==> src/rtl/ct_f_spsram_init_ctrl.sv <==
// rtl/ct_f_spsram_init_ctrl.sv - init sweep and request pass-through in front of a single-port SRAM
// Walks every address writing INIT_VAL, then forwards functional requests with zero added latency.
module ct_f_spsram_init_ctrl #(
  parameter int                    ADDR_WIDTH    = 12,
  parameter int                    DATA_WIDTH    = 84,
  parameter logic [DATA_WIDTH-1:0] INIT_VAL      = '0,
  parameter bit                    INIT_ON_RESET = 1'b1
) (
  input  logic                  forever_cpuclk,
  input  logic                  cpurst_b,
  input  logic                  init_req,
  output logic                  init_done,
  input  logic                  req_vld,
  output logic                  req_rdy,
  input  logic                  req_wr,
  input  logic [ADDR_WIDTH-1:0] req_addr,
  input  logic [DATA_WIDTH-1:0] req_wdata,
  input  logic [DATA_WIDTH-1:0] req_wen,
  output logic                  rd_vld,
  output logic [DATA_WIDTH-1:0] rd_data,
  output logic [ADDR_WIDTH-1:0] sram_a,
  output logic                  sram_cen,
  output logic [DATA_WIDTH-1:0] sram_d,
  output logic                  sram_gwen,
  output logic [DATA_WIDTH-1:0] sram_wen,
  input  logic [DATA_WIDTH-1:0] sram_q
);

  typedef enum logic [1:0] {
    IDLE = 2'd0,
    INIT = 2'd1,
    RUN  = 2'd2
  } state_t;

  state_t                state;
  state_t                state_nxt;
  logic [ADDR_WIDTH-1:0] init_cnt;
  logic [ADDR_WIDTH-1:0] init_cnt_nxt;
  logic                  rd_fire;

  always_ff @(posedge forever_cpuclk or negedge cpurst_b) begin
    if (!cpurst_b) begin
      state    <= IDLE;
      init_cnt <= '0;
      rd_vld   <= 1'b0;
    end else begin
      state    <= state_nxt;
      init_cnt <= init_cnt_nxt;
      rd_vld   <= rd_fire;
    end
  end

  always_comb begin
    state_nxt    = state;
    init_cnt_nxt = init_cnt;
    init_done    = 1'b0;
    req_rdy      = 1'b0;
    sram_cen     = 1'b1;
    sram_gwen    = 1'b1;
    sram_wen     = '1;
    sram_a       = init_cnt;
    sram_d       = INIT_VAL;
    unique case (state)
      IDLE: begin
        state_nxt = INIT_ON_RESET ? INIT : RUN;
      end
      INIT: begin
        sram_cen     = 1'b0;
        sram_gwen    = 1'b0;
        sram_wen     = '0;
        init_cnt_nxt = init_cnt + ADDR_WIDTH'(1);
        // last address written this cycle; counter wraps to 0 on its own
        if (&init_cnt) begin
          state_nxt = RUN;
        end
      end
      RUN: begin
        init_done = 1'b1;
        req_rdy   = 1'b1;
        sram_a    = req_addr;
        sram_d    = req_wdata;
        if (req_vld) begin
          sram_cen  = 1'b0;
          sram_gwen = ~req_wr;
          sram_wen  = req_wr ? req_wen : '1;
        end
        if (init_req) begin
          state_nxt    = INIT;
          init_cnt_nxt = '0;
        end
      end
      default: begin
        state_nxt = IDLE;
      end
    endcase
  end

  assign rd_fire = req_vld & req_rdy & ~req_wr;
  assign rd_data = sram_q;

endmodule

==> config.mk <==
export PLATFORM = sky130hd
export DESIGN_NAME = ct_f_spsram_init_ctrl
export DESIGN_NICKNAME = d
export VERILOG_FILES = /design/src/rtl/ct_f_spsram_init_ctrl.sv
export SDC_FILE = /design/constraint.sdc
export NUM_CORES = 1
export LEC_CHECK = 0
export ABC_CLOCK_PERIOD_IN_PS = 3700
export BUFFER_PORTS_ARGS = -buffer_cell sky130_fd_sc_hd__buf_2
export CORE_AREA = 3 3 208 210
export DETAILED_ROUTE_END_ITERATION = 7
export DIE_AREA = 0 0 211 213
export PLACE_DENSITY = 0.39
export SLEW_MARGIN = 20
export SYNTH_ARGS = -nofsm -noshare
export SYNTH_HDL_FRONTEND = slang
export SYNTH_SLANG_ARGS = --single-unit
==> constraint.sdc <==
create_clock -name forever_cpuclk -period 3.7 [get_ports forever_cpuclk]
set_input_delay 0.37 -clock forever_cpuclk [delete_from_list [all_inputs] [get_ports forever_cpuclk]]
set_output_delay 0.37 -clock forever_cpuclk [all_outputs]
set_load 0.1 [all_outputs]
; ---- Word level (Yosys, flattened, before mapping)
; Index checks and enable logic that the tools add are counted.
[word_totals]
input_bits = 269
out_inout_bits = 269
word_cells = 31
ff_bits = 15
[classes]
n_eq_ne = 4
n_reduce_logical = 5
n_mux = 15
addsub = 1
n_bitwise = 3
[ops]
columns = cell, n
row1 = $mux 84, 3
row2 = $pmux 84 s2, 1
row3 = $mux 12, 2
row4 = $pmux 12 s2, 1
row5 = $add 12x1->12 const B, 1
row6 = $reduce_and 12->1, 1
row7 = $pmux 2 s3, 1
row8 = $mux 2, 2
row9 = $ne 2x2->1 const B, 2
row10 = $pmux 1 s2, 2
row11 = $reduce_and 2->1, 2
row12 = $mux 1, 3
row13 = $and 1x1->1, 2
row14 = $eq 2x1->1 const B, 1
row15 = $eq 2x2->1 const B, 1
row16 = $logic_not 2->1, 1
row17 = $reduce_bool 2->1, 1
row18 = $not 1->1, 1

; ---- Depth between registers and ports, before layout
; Gate-level depths: netlist (run 1).
[depth]
depth_word = 4
mapped_depth = 7
mapped_depth_nobuf = 4

; ---- Worst setup path after synthesis (run 1)
; Ideal clock, no wire load.
[synth_path]
path_kind = register -> output
start = reg state[1]
end = out sram_cen
required_time_ns = 3.330
setup_slack_ns = 0.548
path_stages_with_launch = 7
path_buffers = 4
t_arrival_ns = 2.782
path_cell_list = dfrtp_1 > buf_6 > nor2b_1 > buf_2 > buf_4 > buf_2 > a21oi_1
[synth_via]
elab_chain_len = 2
word_cells_on_any_way = 3
classes_between = eq/ne (2) / mux (1)
[synth_rtl]
columns = element, line_no
row1 = start: declaration, 35  ; state_t state;
row2 = start signal: assignment, 47  ; state <= state_nxt;
row3 = $eq 2x2->1 or $eq 2x1->1 (tied branches), 63  ; unique case (state)
row4 = $pmux 1 s2 *, 63
row5 = end: declaration, 22  ; output logic sram_cen,
; Mark *: on every way between the ends. The rest lies on a longest branch, timed or not.

; ---- Worst setup path in the final report (run 1)
[layout_path]
start = reg state[1]
end = out sram_d[18]
[layout_via]
elab_chain_len = 2
[layout_rtl]
columns = element, line_no
row1 = $eq 2x2->1, 63
row2 = $mux 84, 63
row3 = end: declaration, 23  ; output logic [DATA_WIDTH-1:0] sram_d,
; Every way passes these cells.

==> summary.txt, run 1 <==
Hold Crit Class: input pin to async pin
Final period util: 79.0%
# nets final: 943
Max Fanout on Critical Path: 106
Pins Over Slew Limit: 0
RSZ-0062 raised after global routing: no
RR Endpoint: state[1]
Largest net degree at the start of global routing: 107
Max VDD drop: 0.000115 V
Global-route usage over all layers: 8.06%
Reg2reg path depth: 3
Kind of critical path: register to primary output
Place WS: 1.10 ns
Wire per inst: 16.7 um
Max-slew headroom: 36.4%
First DRT Iteration DRCs: 119
Via count: 3943
CP startpoint: state[1]
Core ar.: 0.0418 mm^2
PortBufs: 369
Worst reg2reg path startpoint: state[1]
Avg Cell Area, Syn: 7.05 um^2
First-pass GRT wire length: 25.7 mm
Die Wd: 211 um
Placer Congestion: 0.680
Detailed placement HPWL: 18.0 mm
Post-CTS Resized: 0
Status: completed
Startpoint types: register
Clock transition at the registers of the reported paths: 0.05 ns
Multi-input logic area: 0.00171 mm^2
DP Area: 0.00467 mm^2
Cell class contributing the biggest share of worst-path delay: buffers and inverters
Largest area contributor in the netlist: buf_4
Register Area: 375 um^2
Post-route ant nets: 0
TritonCTS buffer count: 3
Fraction of layout cells with a size suffix above 1: 57.0%
Tightest Pin Transition: 0.954 ns
Clk root buf: clkbuf_16
I/O pin count: 538
Yosys warns: 0
# setup viols final: 0
EDFF count, synth: 0
Post-Syn Area: 0.00291 mm^2
Seq/Total Area, Yosys: 12.9%
Clock latency on the worst-skew pair: 0.25 ns
Hold slack: 0.0249 ns
Htree depth: 1
Final Hold Fails: 0
CTS tree: done
Initial core utilization: 6.97%
Hold Buf Count CTS: 0
Crit-path slowest cell: buf_4
Final min period: 2.92 ns
Total grt overflow: 0
DRT Wirelength: 20.3 mm
Max-cap violations: 0
Vias in the first global route: 3572
Fillers: 4905
Routed vias/inst: 3.25
Critical path buffer and inverter count: 2
Static leakage: 3.22 nW
Cell breakdown of the critical path: nor2b_4 > buf_4 > and2_1 > buf_2
Top_reg_cell synth: dfrtp_1
Share of the synthesized area in the top cell type: 22.7%
Maximum clock path buffer count: 2
Placement Rows: 75
Die Ht: 213 um
Dpl cells: 1207
Worst EP arrival: 2.55 ns
Layout area overhead: 63.4%
Remaining DRCs: 0
Worst EP required: 3.33 ns
Layout Cells excl Fill: 1213
Top post-synthesis cells by area: buf_4 23%, and2_1 18%, a21o_1 14%, dfrtp_1 13%, nor2_1 7.4%
Crit-path max cell delay: 0.62 ns
Skew final: 0.00619 ns
Setup TNS: 0 ns
Die area: 0.0449 mm^2
Async set-reset flop share out of synthesis: 100%
Post-CTS Repair Setup Buffers: 0
Fmax: 342 MHz
Gate Count Post-Synth: 413
CP endpoint kind: primary output
Setup slack, reg-to-reg: 1.99 ns
Pwr/cell area: 103 mW/mm^2
Syn nets: 683
Final worst slack: 0.777 ns
#FFs+latches synth: 15
TritonRoute pass-1 iters: 4
Final Instance Area: 0.00475 mm^2
Initial antenna violation count: 22
Synth cell types: 37
Clk sinks: 15
[kinds of logic after synthesis]
family                   Yosys count  synth area share (%)
AO/OA/AOI/OAI                     75                  18.6
adder cells (fa/ha/maj)            1                 0.430
buffers and inverters            123                  28.8
flip-flops                        15                  12.9
multiplexers                      16                  5.89
AND/OR/NAND/NOR                  183                  33.4
[state kept, by name (all words and copies together) (netlist names)]
name,cells
rd_vld,1
state,2
init_cnt,12
[stage by stage]
stage | utilization, % | total power, mW
2_1_floorplan | - | 0.598
3_3_place_gp | 11.2 | 0.278
3_5_place_dp | 11.2 | 0.277
4_1_cts | 11.4 | 0.499
5_1_grt | 11.4 | 0.516
6_report | 11.4 | 0.488
[cell type report]
type / instances / share of cell area [%]
antenna: 2 / 0.105
clock buffer: 3 / 1.58
clock inverter: 1 / 0.105
inverter: 4 / 0.316
multi-input combinational: 275 / 35.9
sequential: 15 / 7.89
tap: 539 / 14.2
timing repair buffer: 374 / 39.9
[cells in the final DEF, fill, tap and decap left out, types with 3 or more instances in the layout]
cell,instances
buf_4,4
mux2_1,9
and2_1,85
o21ai_0,4
dfrtp_1,15
a31oi_1,3
mux2i_1,7
nor3_1,4
nand2_1,16
nand3_1,5
buf_2,369
o21ai_1,3
a21o_1,56
inv_1,4
clkbuf_16,3
nor2_1,57
[routing by layer]
metal,vias to the layer above,wire (um),GRT usage (%)
met2,357,10700,16.4
li1,1771,-,-
met4,18,614,1.59
met1,1711,6450,7.29
met3,86,2420,3.66
met5,-,120,0
[worst reg2reg max path, cell delays in order, from the launching register on]
cell and delay [ns]:
dfrtp_1 0.53, nor2b_4 0.21, buf_4 0.62, a22o_1 0.29
[how the worst max path moves through the flow]
| stage | to | slack [ns] | cells past startpoint |
|---|---|---|---|
| after floorplan | sram_cen | 0.55 | 6 |
| after global placement | sram_d[18] | 1.13 | 4 |
| after detailed placement | sram_d[40] | 1.10 | 4 |
| after CTS | sram_d[40] | 0.82 | 4 |
| after global routing | sram_d[18] | 0.67 | 4 |
| final | sram_d[18] | 0.78 | 4 |
[cells in the mapped netlist (2+ instances only)]
cell	instances
mux2_1	9
buf_4	88
mux2i_1	7
o21ai_1	3
a21oi_1	2
o21ai_0	4
inv_1	4
dfrtp_1	15
nand4b_1	2
buf_2	25
nand4_1	2
nor2_1	57
clkbuf_1	4
nor3_1	4
nand2_1	16
nand3_1	5
a31oi_1	3
a21boi_1	2
and2_1	86
nor2b_1	2
buf_6	2
a21o_1	56
[where the power goes]
group / total (mW) / internal (mW) / switching, mW
clock network: 0.217 / 0.145 / 0.0724
logic: 0.107 / 0.0685 / 0.0386
registers: 0.164 / 0.164 / 0
Power figures use the tool's default switching activity.
==> run 2: changes to the inputs <==
ABC_CLOCK_PERIOD_IN_PS = 2600   (was 3700)
CORE_AREA = 3 3 209 211   (was 3 3 208 210)
DIE_AREA = 0 0 212 214   (was 0 0 211 213)
PLACE_DENSITY = 0.4   (was 0.39)
clock period = 2.6 ns   (was 3.7 ns; I/O delays follow)
==> summary.txt, run 2 (synthesis gave the netlist of run 1 again) <==
Worst EP arrival: 2.13 ns
Final Util: 11.4%
Commonest non-fill, non-tap cell in the layout: buf_2
Remaining DRCs: 0
Regs by FF count: init_cnt: 12 flops, state: 2 flops, rd_vld: 1 flops
Total grt overflow: 0
Fmax: 418 MHz
# setup viols final: 0
Hold Crit Class: input pin to register
Fraction of layout cells with a size suffix above 1: 57.1%
Core ar.: 0.0419 mm^2
Wire per inst: 12.0 um
Vias in the first global route: 3459
Commonest non-fill, non-tap cells in the layout: 369 x buf_2, 85 x and2_1, 57 x nor2_1
Largest register FFs: 12
Startpoint types: register
Post-route ant nets: 0
Max-slew headroom: 63.2%
Routed vias/inst: 3.07
Static leakage: 3.24 nW
First DRT Iteration DRCs: 108
Fillers: 4848
Clock transition at the registers of the reported paths: 0.05 ns
Hold slack: 0.205 ns
Pins Over Slew Limit: 0
Post-CTS Resized: 0
Initial core utilization: 6.94%
Tightest Pin Transition: 0.552 ns
Pwr/cell area: 144 mW/mm^2
Skew final: 0.00267 ns
Final Hold Fails: 0
Clk sinks: 15
# nets final: 945
Most flop-heavy register: init_cnt
Global-route usage over all layers: 5.67%
Via count: 3725
Layout area overhead: 64.8%
Maximum clock path buffer count: 2
Max VDD drop: 0.000160 V
Placer Congestion: 0.793
Worst EP required: 2.34 ns
CTS tree: done
Kind of critical path: register to primary output
Die Ht: 214 um
Clock latency on the worst-skew pair: 0.25 ns
Ant diodes: 0
Die area: 0.0454 mm^2
Largest net degree at the start of global routing: 100
Max Fanout on Critical Path: 61
Worst Hold Launch: req_wr
RSZ-0062 raised after global routing: no
Final period util: 92.0%
TritonCTS buffer count: 3
Initial antenna violation count: 2
Max-cap violations: 0
Htree depth: 1
Status: completed
Detailed placement HPWL: 12.1 mm
DRT Wirelength: 14.6 mm
Placement Rows: 75
Final min period: 2.39 ns
Worst reg2reg path startpoint: init_cnt[1]
First-pass GRT wire length: 19.9 mm
Die Wd: 212 um
CP startpoint: state[1]
CP endpoint kind: primary output
I/O pin count: 538
Clk root buf: clkbuf_16
TritonRoute pass-1 iters: 4
PortBufs: 369
-- run 2: cell count changes in the layout (fill, tap and decap cells not counted), sizes merged --
cell | before | now
diode | 2 | 0
dlygate4sd3 | 0 | 1
buf | 374 | 375
-- run 2: routing by layer --
metal | global-route usage (%) | vias up | share of wire (%)
li1 | - | 1772 | -
met4 | 2.14 | 2 | 3.8
met2 | 11.0 | 290 | 51
met3 | 1.52 | 40 | 11
met5 | 0 | - | 0.082
met1 | 5.70 | 1621 | 34
-- run 2: worst paths after layout --
check                          endpoint  slack, ns  cells after the start
max                          sram_d[35]       0.21                      4
min                              rd_vld       0.20                      2
max reg2reg                    state[0]       0.91                      4
min reg2reg                init_cnt[10]       0.49                      1
max in group asynchronous   init_cnt[4]       1.85                      2
min in group asynchronous   init_cnt[5]       0.48                      2
-- run 2: what timing repair did --
| action | 4_1_cts | 5_1_grt |
|---|---|---|
| hold buffers | 1 | 0 |
| hold endpoints to repair | 15 | 0 |
| buffers inserted | 0 | 0 |
-- run 2: critical path, cell delays in order, from the launching register on --
cell     delay [ns]
dfrtp_1        0.50
nor2b_4        0.24
buf_4          0.44
and2_1         0.21
buf_2          0.42
-- run 2: power breakdown --
group | leakage, nW | total, mW | internal [mW] | switching [mW]
clock network | 0.0409 | 0.307 | 0.206 | 0.101
logic | 3.01 | 0.150 | 0.0984 | 0.0520
registers | 0.184 | 0.234 | 0.234 | 0
-- run 2: cell type report --
| cell class | instances | area, um^2 | share of cell area [%] |
|---|---|---|---|
| Tap cell | 539 | 674 | 14.1 |
| Inverter | 4 | 15.0 | 0.313 |
| Sequential cell | 15 | 375 | 7.83 |
| Timing Repair Buffer | 376 | 1940 | 40.4 |
| Multi-Input combinational cell | 275 | 1710 | 35.7 |
| Clock buffer | 3 | 75.1 | 1.57 |
| Clock inverter | 1 | 5.00 | 0.104 |
-- run 2: metrics by stage --
stage	instances	area [um^2]	TNS (ns)	worst slack (ns)	power, mW
finish	1213	4800	0	0.207	0.691
global route	1213	4800	0	0.0471	0.730
CTS	1213	4800	0	0.189	0.703
detailed placement	1208	4710	0	0.473	0.389
global placement	1208	4710	0	0.513	0.389
floorplan	413	2910	-0.935	-0.312	0.850
==> run 3: changes to the inputs <==
ABC_AREA = 1   (was not set)
CELL_PAD_IN_SITES_DETAIL_PLACEMENT = 2   (was not set)
CELL_PAD_IN_SITES_GLOBAL_PLACEMENT = 2   (was not set)
CORE_AREA = 3 3 207 209   (was 3 3 209 211)
CTS_CLUSTER_DIAMETER = 50   (was not set)
DIE_AREA = 0 0 210 212   (was 0 0 212 214)
PLACE_DENSITY = 0.77   (was 0.4)
==> summary.txt, run 3 <==
Hold Crit Class: input pin to register
Fmax: 435 MHz
Final Hold Fails: 0
Initial core utilization: 7.47%
Htree depth: 1
Skew final: 0.00573 ns
Main combinational cell family by area after synthesis: simple AND/OR/NAND/NOR gates
EDFF count, synth: 0
Routed vias/inst: 3.31
Via count: 4607
Max VDD drop: 0.000141 V
Commonest non-fill, non-tap cells in the layout: 270 x buf_2, 168 x nand2_1, 125 x nor2_1
Clk root buf: clkbuf_16
Remaining DRCs: 0
Synth Area in Adders: 0.408%
Top_reg_cell synth: dfrtp_1
Global-route usage over all layers: 8.50%
Cell breakdown of the critical path: inv_2 > nand2_4 > buf_4 > nor2_1 > buf_2
Regs by FF count: init_cnt: 12 flops, state: 2 flops, rd_vld: 1 flops
Total power: 0.743 mW
Setup TNS: 0 ns
Layout Cells excl Fill: 1392
Top post-synthesis cells by area: buf_4 21%, nand2_1 21%, nor2_1 15%, dfrtp_1 12%, inv_1 12%
First DRT Iteration DRCs: 154
Most frequent cells after synthesis: 168 x nand2_1, 125 x nor2_1, 94 x inv_1
Status: completed
# setup viols final: 0
Fillers: 4943
Tightest Pin Transition: 0.719 ns
Final min period: 2.30 ns
Largest register FFs: 12
Worst EP arrival: 2.04 ns
Cell class contributing the biggest share of worst-path delay: buffers and inverters
Multiplexer area fraction after synthesis: 0%
Maximum clock path buffer count: 2
Static leakage: 3.84 nW
Pins Over Slew Limit: 0
Startpoint types: register
# nets final: 1131
Fraction of layout cells with a size suffix above 1: 48.4%
Syn nets: 869
Core ar.: 0.0410 mm^2
Crit-path slowest cell: buf_4
TritonCTS buffer count: 3
Vias in the first global route: 5147
Hold slack: 0.249 ns
Post-synthesis simple-gate area fraction: 40.1%
Synth cell types: 23
Placer Congestion: 0.754
Dpl cells: 1387
Die Ht: 212 um
Synth Area in XOR/XNOR: 0%
Final period util: 88.4%
Final Util: 16.0%
Commonest non-fill, non-tap cell in the layout: buf_2
PortBufs: 369
Async set-reset flop share out of synthesis: 100%
Post-Syn Area: 0.00306 mm^2
I/O pin count: 538
TritonRoute pass-1 iters: 4
Max-cap violations: 0
Clock latency on the worst-skew pair: 0.25 ns
Yosys warns: 0
Ant diodes: 0
Post-CTS Resized: 0
Clk sinks: 15
Max-slew headroom: 52.1%
Share of the synthesized area in the top cell type: 21.1%
Seq/Total Area, Yosys: 12.2%
Kind of critical path: register to primary output
DRT Wirelength: 20.4 mm
Largest area contributor in the netlist: buf_4
Critical path buffer and inverter count: 3
Detailed placement HPWL: 18.0 mm
Max Fanout on Critical Path: 70
Most flop-heavy register: init_cnt
Wire per inst: 14.7 um
CP endpoint kind: primary output
Initial antenna violation count: 4
CTS tree: done
Clock transition at the registers of the reported paths: 0.05 ns
Die Wd: 210 um
Layout area overhead: 114%
Avg Cell Area, Syn: 5.12 um^2
#FFs+latches synth: 15
Gate Count Post-Synth: 599
Placement Rows: 74
Compound-Gate Fraction of Synth Area: 8.17%
Total grt overflow: 0
RSZ-0062 raised after global routing: no
Post-route ant nets: 0
Crit-path max cell delay: 0.58 ns
Pwr/cell area: 114 mW/mm^2
Largest net degree at the start of global routing: 71
Most instantiated library cell after synthesis: nand2_1
Die area: 0.0445 mm^2
Worst EP required: 2.34 ns
First-pass GRT wire length: 29.3 mm
-- run 3: path summary, 6_finish.rpt --
path	startpoint	to	slack, ns	depth (start not counted)
min reg2reg	init_cnt[11]	init_cnt[11]	0.51	2
min	req_wr	rd_vld	0.25	2
max reg2reg	state[0]	rd_vld	0.94	6
min in group asynchronous	cpurst_b	state[0]	0.48	2
max in group asynchronous	cpurst_b	init_cnt[9]	1.83	2
max	state[0]	sram_d[3]	0.30	5
-- run 3: per-stage QoR --
step           cell area, um^2  worst slack (ns)
2_1_floorplan             3180            -0.564
3_3_place_gp              6450             0.641
3_5_place_dp              6450             0.543
4_1_cts                   6540             0.263
5_1_grt                   6540             0.145
6_report                  6540             0.301
-- run 3: power breakdown --
group          internal [mW]  leakage (nW)  switching, mW
Sequential             0.234         0.163              0
Combinational          0.112          3.64         0.0912
Clock                  0.208        0.0382         0.0987
Total                  0.553          3.84          0.190
-- run 3: cells by family (layout without fill, tap and decap cells) --
logic type / Yosys count / after routing
compound gates: 49 / 49
fa+ha+maj: 1 / 1
buf+inv: 218 / 479
flops: 15 / 15
simple gates: 316 / 316
-- run 3: area by class of cell --
type | instances | area (um^2) | share of cell area, %
multi-input cells | 366 | 1610 | 24.6
well taps | 532 | 666 | 10.2
inverters | 99 | 374 | 5.72
flip-flops and latches | 15 | 375 | 5.74
repair buffers | 376 | 3440 | 52.5
clock buffers | 4 | 78.8 | 1.20
-- run 3: per-layer routing --
metal | track usage, % | up-vias | wire [um]
met5 | 0 | - | 41
met4 | 3.23 | 6 | 837
met3 | 3.57 | 50 | 2300
met2 | 16.4 | 320 | 10500
met1 | 7.99 | 2052 | 6800
li1 | - | 2179 | -
-- run 3: what timing repair did --
item | CTS | global route
hold buffers | 1 | 0
buffers inserted | 0 | 0
hold endpoints to repair | 15 | 0
